$ cat src/rtl/dcache_refill_ctrl.sv
// ---------------------------------------------------------------------------
// dcache_refill_ctrl
//
// Purpose:
//   Miss-refill controller that sits directly downstream of the data cache.
//   When a load/store misses, the CPU is stalled. The missing block is then
//   fetched from the next memory level: one valid/ready block request is
//   issued, followed by WORDS_PER_BLOCK response beats. Each beat is
//   registered into the cache fill port. fill_done pulses with the final word
//   and the stall is released, so the access replays and hits.
//   If no handshake progress is made for TIMEOUT_CYCLES cycles, the
//   controller parks in an error state. Only reset leaves that state.
//
// Ports:
//   clk              clock, all state updates on the rising edge
//   reset            synchronous, active-high
//   req_valid        CPU memory access present this cycle
//   req_addr         CPU byte address
//   miss             cache miss flag for req_addr
//   stall            freeze PC/pipeline (combinational)
//   mem_req_valid    block read request to next level
//   mem_req_ready    next level accepts the request
//   mem_req_addr     block-aligned byte address of the request
//   mem_rsp_valid    one response word this cycle
//   mem_rsp_data     response word, ascending word order
//   fill_valid       write fill_data into the cache line
//   fill_block_addr  block address being filled
//   fill_word_idx    word index within the block
//   fill_data        word to write
//   fill_done        block complete, cache marks the line valid
//   timeout_err      sticky refill timeout indication
// ---------------------------------------------------------------------------
module dcache_refill_ctrl #(
  parameter  int ADDR_W          = 32,
  parameter  int DATA_W          = 32,
  parameter  int WORDS_PER_BLOCK = 2,
  parameter  int TIMEOUT_CYCLES  = 64,
  localparam int OFF_W           = $clog2(WORDS_PER_BLOCK * 4),
  localparam int IDX_W           = $clog2(WORDS_PER_BLOCK),
  localparam int BLK_W           = ADDR_W - OFF_W
) (
  input  logic              clk,
  input  logic              reset,
  input  logic              req_valid,
  input  logic [ADDR_W-1:0] req_addr,
  input  logic              miss,
  output logic              stall,
  output logic              mem_req_valid,
  input  logic              mem_req_ready,
  output logic [ADDR_W-1:0] mem_req_addr,
  input  logic              mem_rsp_valid,
  input  logic [DATA_W-1:0] mem_rsp_data,
  output logic              fill_valid,
  output logic [BLK_W-1:0]  fill_block_addr,
  output logic [IDX_W-1:0]  fill_word_idx,
  output logic [DATA_W-1:0] fill_data,
  output logic              fill_done,
  output logic              timeout_err
);

  typedef enum logic [2:0] {
    S_IDLE     = 3'd0,
    S_REQ      = 3'd1,
    S_WAIT_RSP = 3'd2,
    S_DONE     = 3'd3,
    S_ERR      = 3'd4
  } state_t;

  localparam logic [IDX_W-1:0] LAST_BEAT = IDX_W'(WORDS_PER_BLOCK - 1);
  localparam logic [16:0]      TMO_LIMIT = 17'(TIMEOUT_CYCLES);

  state_t              r_state;
  state_t              w_state_next;

  logic [BLK_W-1:0]    r_blk;
  logic [IDX_W-1:0]    r_beat;
  logic [15:0]         r_tmo;
  logic                r_fill_valid;
  logic [IDX_W-1:0]    r_fill_idx;
  logic [DATA_W-1:0]   r_fill_data;

  logic                w_capture;
  logic                w_req_hs;
  logic                w_beat;
  logic                w_tmo_expire;

  // Byte-offset bits of the CPU address are irrelevant for a block refill.
  logic                w_unused_offset;
  assign w_unused_offset = &{1'b0, req_addr[OFF_W-1:0]};

  // -------------------------------------------------------------------------
  // State register
  // -------------------------------------------------------------------------
  always_ff @(posedge clk) begin
    if (reset) begin
      r_state <= S_IDLE;
    end else begin
      r_state <= w_state_next;
    end
  end

  // -------------------------------------------------------------------------
  // Next-state and state-decoded outputs
  // -------------------------------------------------------------------------
  always_comb begin
    w_state_next  = r_state;
    w_capture     = 1'b0;
    w_req_hs      = 1'b0;
    w_beat        = 1'b0;
    // The count is widened by one bit so that +1 can never wrap at 65535.
    w_tmo_expire  = ({1'b0, r_tmo} + 17'd1) >= TMO_LIMIT;
    mem_req_valid = 1'b0;
    fill_done     = 1'b0;
    timeout_err   = 1'b0;
    // The miss cycle itself must already be stalled, so the IDLE term is
    // taken directly from the inputs rather than from a register.
    stall         = (r_state != S_IDLE) || (req_valid && miss);

    case (r_state)
      S_IDLE: begin
        if (req_valid && miss) begin
          w_capture    = 1'b1;
          w_state_next = S_REQ;
        end
      end
      S_REQ: begin
        mem_req_valid = 1'b1;
        if (mem_req_ready) begin
          w_req_hs     = 1'b1;
          w_state_next = S_WAIT_RSP;
        end else if (w_tmo_expire) begin
          w_state_next = S_ERR;
        end
      end
      S_WAIT_RSP: begin
        if (mem_rsp_valid) begin
          w_beat = 1'b1;
          if (r_beat == LAST_BEAT) begin
            w_state_next = S_DONE;
          end
        end else if (w_tmo_expire) begin
          w_state_next = S_ERR;
        end
      end
      S_DONE: begin
        fill_done    = 1'b1;
        w_state_next = S_IDLE;
      end
      S_ERR: begin
        timeout_err  = 1'b1;
      end
      default: begin
        w_state_next = S_IDLE;
      end
    endcase
  end

  // -------------------------------------------------------------------------
  // Datapath: captured block, beat counter, timeout counter, fill registers
  // -------------------------------------------------------------------------
  always_ff @(posedge clk) begin
    if (reset) begin
      r_blk        <= '0;
      r_beat       <= '0;
      r_tmo        <= '0;
      r_fill_valid <= 1'b0;
      r_fill_idx   <= '0;
      r_fill_data  <= '0;
    end else begin
      if (w_capture) begin
        r_blk <= req_addr[ADDR_W-1:OFF_W];
      end

      if (w_req_hs) begin
        r_beat <= '0;
      end else if (w_beat) begin
        r_beat <= r_beat + 1'b1;
      end

      // Counts cycles without progress; any handshake restarts the window.
      // Outside REQ/WAIT_RSP it is held at zero, which also clears it on
      // entry to REQ.
      if ((r_state == S_REQ) || (r_state == S_WAIT_RSP)) begin
        if (w_req_hs || w_beat) begin
          r_tmo <= '0;
        end else if (!w_tmo_expire) begin
          r_tmo <= r_tmo + 16'd1;
        end
      end else begin
        r_tmo <= '0;
      end

      r_fill_valid <= w_beat;
      if (w_beat) begin
        r_fill_idx  <= r_beat;
        r_fill_data <= mem_rsp_data;
      end
    end
  end

  assign mem_req_addr    = {r_blk, {OFF_W{1'b0}}};
  assign fill_valid      = r_fill_valid;
  assign fill_block_addr = r_blk;
  assign fill_word_idx   = r_fill_idx;
  assign fill_data       = r_fill_data;

endmodule

$ cat config.mk
export PLATFORM = sky130hd
export DESIGN_NAME = dcache_refill_ctrl
export DESIGN_NICKNAME = d
export VERILOG_FILES = /design/src/rtl/dcache_refill_ctrl.sv
export SDC_FILE = /design/constraint.sdc
export NUM_CORES = 1
export LEC_CHECK = 0
export ABC_AREA = 1
export ABC_CLOCK_PERIOD_IN_PS = 3440
export BUFFER_PORTS_ARGS = -buffer_cell sky130_fd_sc_hd__buf_2
export CORE_ASPECT_RATIO = 0.8
export CORE_MARGIN = 1.5
export CORE_UTILIZATION = 35
export DETAILED_ROUTE_END_ITERATION = 8
export GPL_TIMING_DRIVEN = 0
export PLACE_DENSITY = 0.65
export SLEW_MARGIN = 25
export SYNTH_ARGS = -nofsm -noshare
export SYNTH_HDL_FRONTEND = slang
export SYNTH_SLANG_ARGS = --single-unit
$ cat constraint.sdc
create_clock -name clk -period 3.44 [get_ports clk]
set_input_delay 0.688 -clock clk [delete_from_list [all_inputs] [get_ports clk]]
set_output_delay 0.688 -clock clk [all_outputs]
set_load 0.02 [all_outputs]
==> results.py <==
metrics = {
    "timing": {
        "setup_viol": 0,
        "finalMaxSlewViolations": 0,
        "clock-skew-final_ps": 7.22,
        "fmax_mhz": 475,
        "hold_violations": 0,
        "grt_setup_unrepaired": "false",
        "slew_headroom_pct": 65.3,
        "setup-tns-final_ps": 0,
        "period_minus_slack_ps": 2110,
        "worst_pin_slew_ps": 520,
        "holdWs_ps": 465,
        "min_period_over_period_pct": 61.2,
    },
    "cts": {
        "cts_root_buffer": "clkbuf_16",
        "cts_buffer_depth": 2,
        "path_clk_slew_ps": 60,
        "post_cts_resize_count": 0,
        "cts.sinks": 83,
        "cts_tree": "done",
        "cts_buffers": 9,
        "worstSkewPairLatency_ps": 340,
        "cts_post_setup_buffers_inserted": 0,
        "hold_buffers": 0,
        "htreeDepth": 3,
    },
    "synth": {
        "ys_types": 27,
        "synth.most_common_cell": "nor2_1",
        "yosysSeqAreaShare_pct": 44.6,
        "synth_top_area_share_pct": 44.6,
        "synth_edf_count": 0,
        "synth-warning-count": 0,
        "avgSynthCellArea_sq_um": 7.09,
        "async_flop_share_pct": 0,
        "yosys.area.top_type": "dfxtp_1",
        "synthTopCellsByArea": "dfxtp_1, nor2_1, nand2_1",
        "synth_top_cells_by_count": "nor2_1, nand2_1, dfxtp_1, nand3_1, o21ai_0",
        "synth_ff_type": "dfxtp_1",
        "syn_area_sq_mm": 0.00373,
        "syn_inst": 526,
        "synth_seq_cells": 83,
    },
    "detailed_routing": {
        "routed_wl_microns": 9520,
        "antenna_left": 0,
        "vias_per_cell": 4.56,
        "vias": 3855,
        "drtIter0Drc": 115,
        "avgRoutedWirePerCell_microns": 11.3,
        "dr.pass1.iters": 4,
        "drc": 0,
    },
    "grt": {
        "grt_overflow": 0,
        "grt_first_pass_wirelength_microns": 15200,
        "grt_util_all_layers_pct": 16.8,
        "grt_max_degree": 17,
        "grt_pass1_vias": 3329,
        "antenna_found_initial": 0,
    },
    "worst_setup_path": {
        "crit_family": "simple AND/OR/NAND/NOR gates",
        "slowest_stage": "dfxtp_1",
        "worstPathArrival_ps": 2340,
        "r2r-end": "r_tmo[1]$_SDFFE_PP0N_",
        "worst-setup-path-type": "reg2reg",
        "cp_max_fo": 10,
        "cp.required_ps": 3680,
        "cp-startpoint": "r_tmo[0]$_SDFFE_PP0N_",
        "cpPeakStageDelay_ps": 380,
        "ff2ff_path_depth": 13,
        "crit_buf_inv": 1,
        "ff2ff_setup_slack_ps": 1330,
        "crit_path_frequent_cell": "nand2_1",
        "critical_path.startpoint_type": "register",
        "r2r_start": "r_tmo[0]$_SDFFE_PP0N_",
        "endpoint_kind": "register",
        "crit_chain": "ha_1 -> nand2_2 -> nor2_4 -> nand3_2 -> nand2_1 -> nand2_1 -> nor2_1 -> nand2_1 -> nor2_4 -> nand2_2 -> buf_6 -> o21ai_1 -> nor2_1",
    },
    "floorplanning": {
        "rows": 33,
        "ios": 169,
        "dieArea_sq_mm": 0.0113,
        "chipHeight_microns": 95.3,
        "die_w_microns": 118,
        "core_area_sq_mm": 0.0103,
        "start_util_pct": 36.1,
    },
    "placed_design": {
        "place_congestion": 0.851,
        "portBuffers": 161,
        "place_area_sq_mm": 0.00472,
        "hpwl_microns": 7350,
    },
    "hold_path": {
        "hp-class": "reg2reg",
        "hold_path_depth": 2,
        "min-delay-start": "r_beat$_SDFFE_PP0P_",
        "whs_endpoint": "r_beat$_SDFFE_PP0P_",
    },
    "power_and_ir_drop": {
        "p_sw_mw": 0.781,
        "pwr-share-clk_pct": 38.6,
        "max-vdd-ir-drop_mv": 0.264,
        "switching_share_pct": 30.4,
        "leakage_nw": 2.41,
        "power_frac_seq_pct": 41.5,
        "power_density_mw_per_mm2": 511,
        "pwr-share-comb_pct": 20.0,
        "internal-power_mw": 1.79,
    },
    "cells_and_area": {
        "multiInputGateArea_sq_mm": 0.00160,
        "final_nets": 771,
        "area_growth_pct": 34.8,
        "n_antenna_cell": 0,
        "regArea_sq_mm": 0.00166,
        "fin_area_sq_mm": 0.00502,
        "num-fill-cells": 1070,
        "drive_gt1_share_pct": 33.0,
    },
    "outcome": {
        "run_status": "finished clean",
    },
    "flow_run": {
        "maxCapViolCount": 0,
    },
}
## power groups by stage
| stage | clock (mW) | combinational [mW] | sequential, mW |
|---|---|---|---|
| after floorplan | 0 | 0.272 | 1.15 |
| after global placement | 0 | 0.510 | 1.08 |
| after detailed placement | 0 | 0.517 | 1.09 |
| after CTS | 1.02 | 0.518 | 1.07 |
| after global routing | 1.07 | 0.571 | 1.07 |
| final | 0.990 | 0.512 | 1.06 |
## worst register-to-register path, cell delays in order, from the launching register on
cell and delay, ps:
dfxtp_1 380, ha_1 300, nand2_2 100, nor2_4 190
nand3_2 80, nand2_1 100, nand2_1 80, nor2_1 130
nand2_1 100, nor2_4 150, nand2_2 80, buf_6 150
o21ai_1 120, nor2_1 50
## final cells by class
cell class | instances | share of cell area [%]
Multi-Input combinational cell | 356 | 31.9
Inverter | 32 | 2.39
Buffer | 57 | 6.97
Sequential cell | 83 | 33.1
Clock buffer | 9 | 4.48
Clock inverter | 7 | 1.64
Timing Repair Buffer | 161 | 16.0
Tap cell | 140 | 3.49
## sequential cells by signal (all words and copies together), names as in the netlist
name and count:
r_beat 1, fill_valid 1, fill_block_addr 29, fill_word_idx 1, r_state 3, fill_data 32
r_tmo 16
## cell usage in the layout, fill, tap and decap left out, types with 9 or more instances in the layout
master,instances
dfxtp_1,83
clkbuf_1,18
nand2_2,9
nor2_1,110
buf_2,165
buf_4,33
a21oi_1,33
inv_1,29
clkbuf_16,9
o21ai_0,36
nand3_1,46
nand2_1,92
## through the flow
stage / std cells / util [%] / power (mW) / setup WS, ps
floorplan: 528 / - / 1.42 / 1660
detailed placement: 829 / 45.7 / 1.60 / 1350
CTS: 845 / 48.7 / 2.61 / 1330
global placement: 829 / 45.7 / 1.59 / 1380
finish: 845 / 48.7 / 2.57 / 1330
global route: 845 / 48.7 / 2.71 / 1120
## logic make-up after synthesis
logic type / count (synthesis) / share of synthesized area, %
and+or+nand+nor: 277 / 32.0
DFF: 83 / 44.6
adders and majority gates: 1 / 0.336
AOI/OAI and AO/OA: 73 / 9.90
xor gates and xnor gates: 2 / 0.470
other: 1 / 0.101
buffers and inverters: 89 / 12.6
## worst max-delay path by stage
stage	to	slack [ps]	cells after the start
after detailed placement	r_tmo[1]$_SDFFE_PP0N_	1350	13
after global placement	fill_block_addr[25]$_SDFFE_PP0P_	1380	7
after floorplan	r_tmo[1]$_SDFFE_PP0N_	1660	13
after CTS	r_tmo[1]$_SDFFE_PP0N_	1330	13
final	r_tmo[1]$_SDFFE_PP0N_	1330	13
after global routing	r_tmo[3]$_SDFFE_PP0N_	1120	14
## metal layers
layer	wire length, microns	up-vias	global-route usage, %
li1	-	2001	-
met1	4480	1705	21.2
met2	4070	138	25.7
met3	818	11	7.66
met4	150	0	5.72
met5	0	-	0
(Power assumes the default switching activity.)
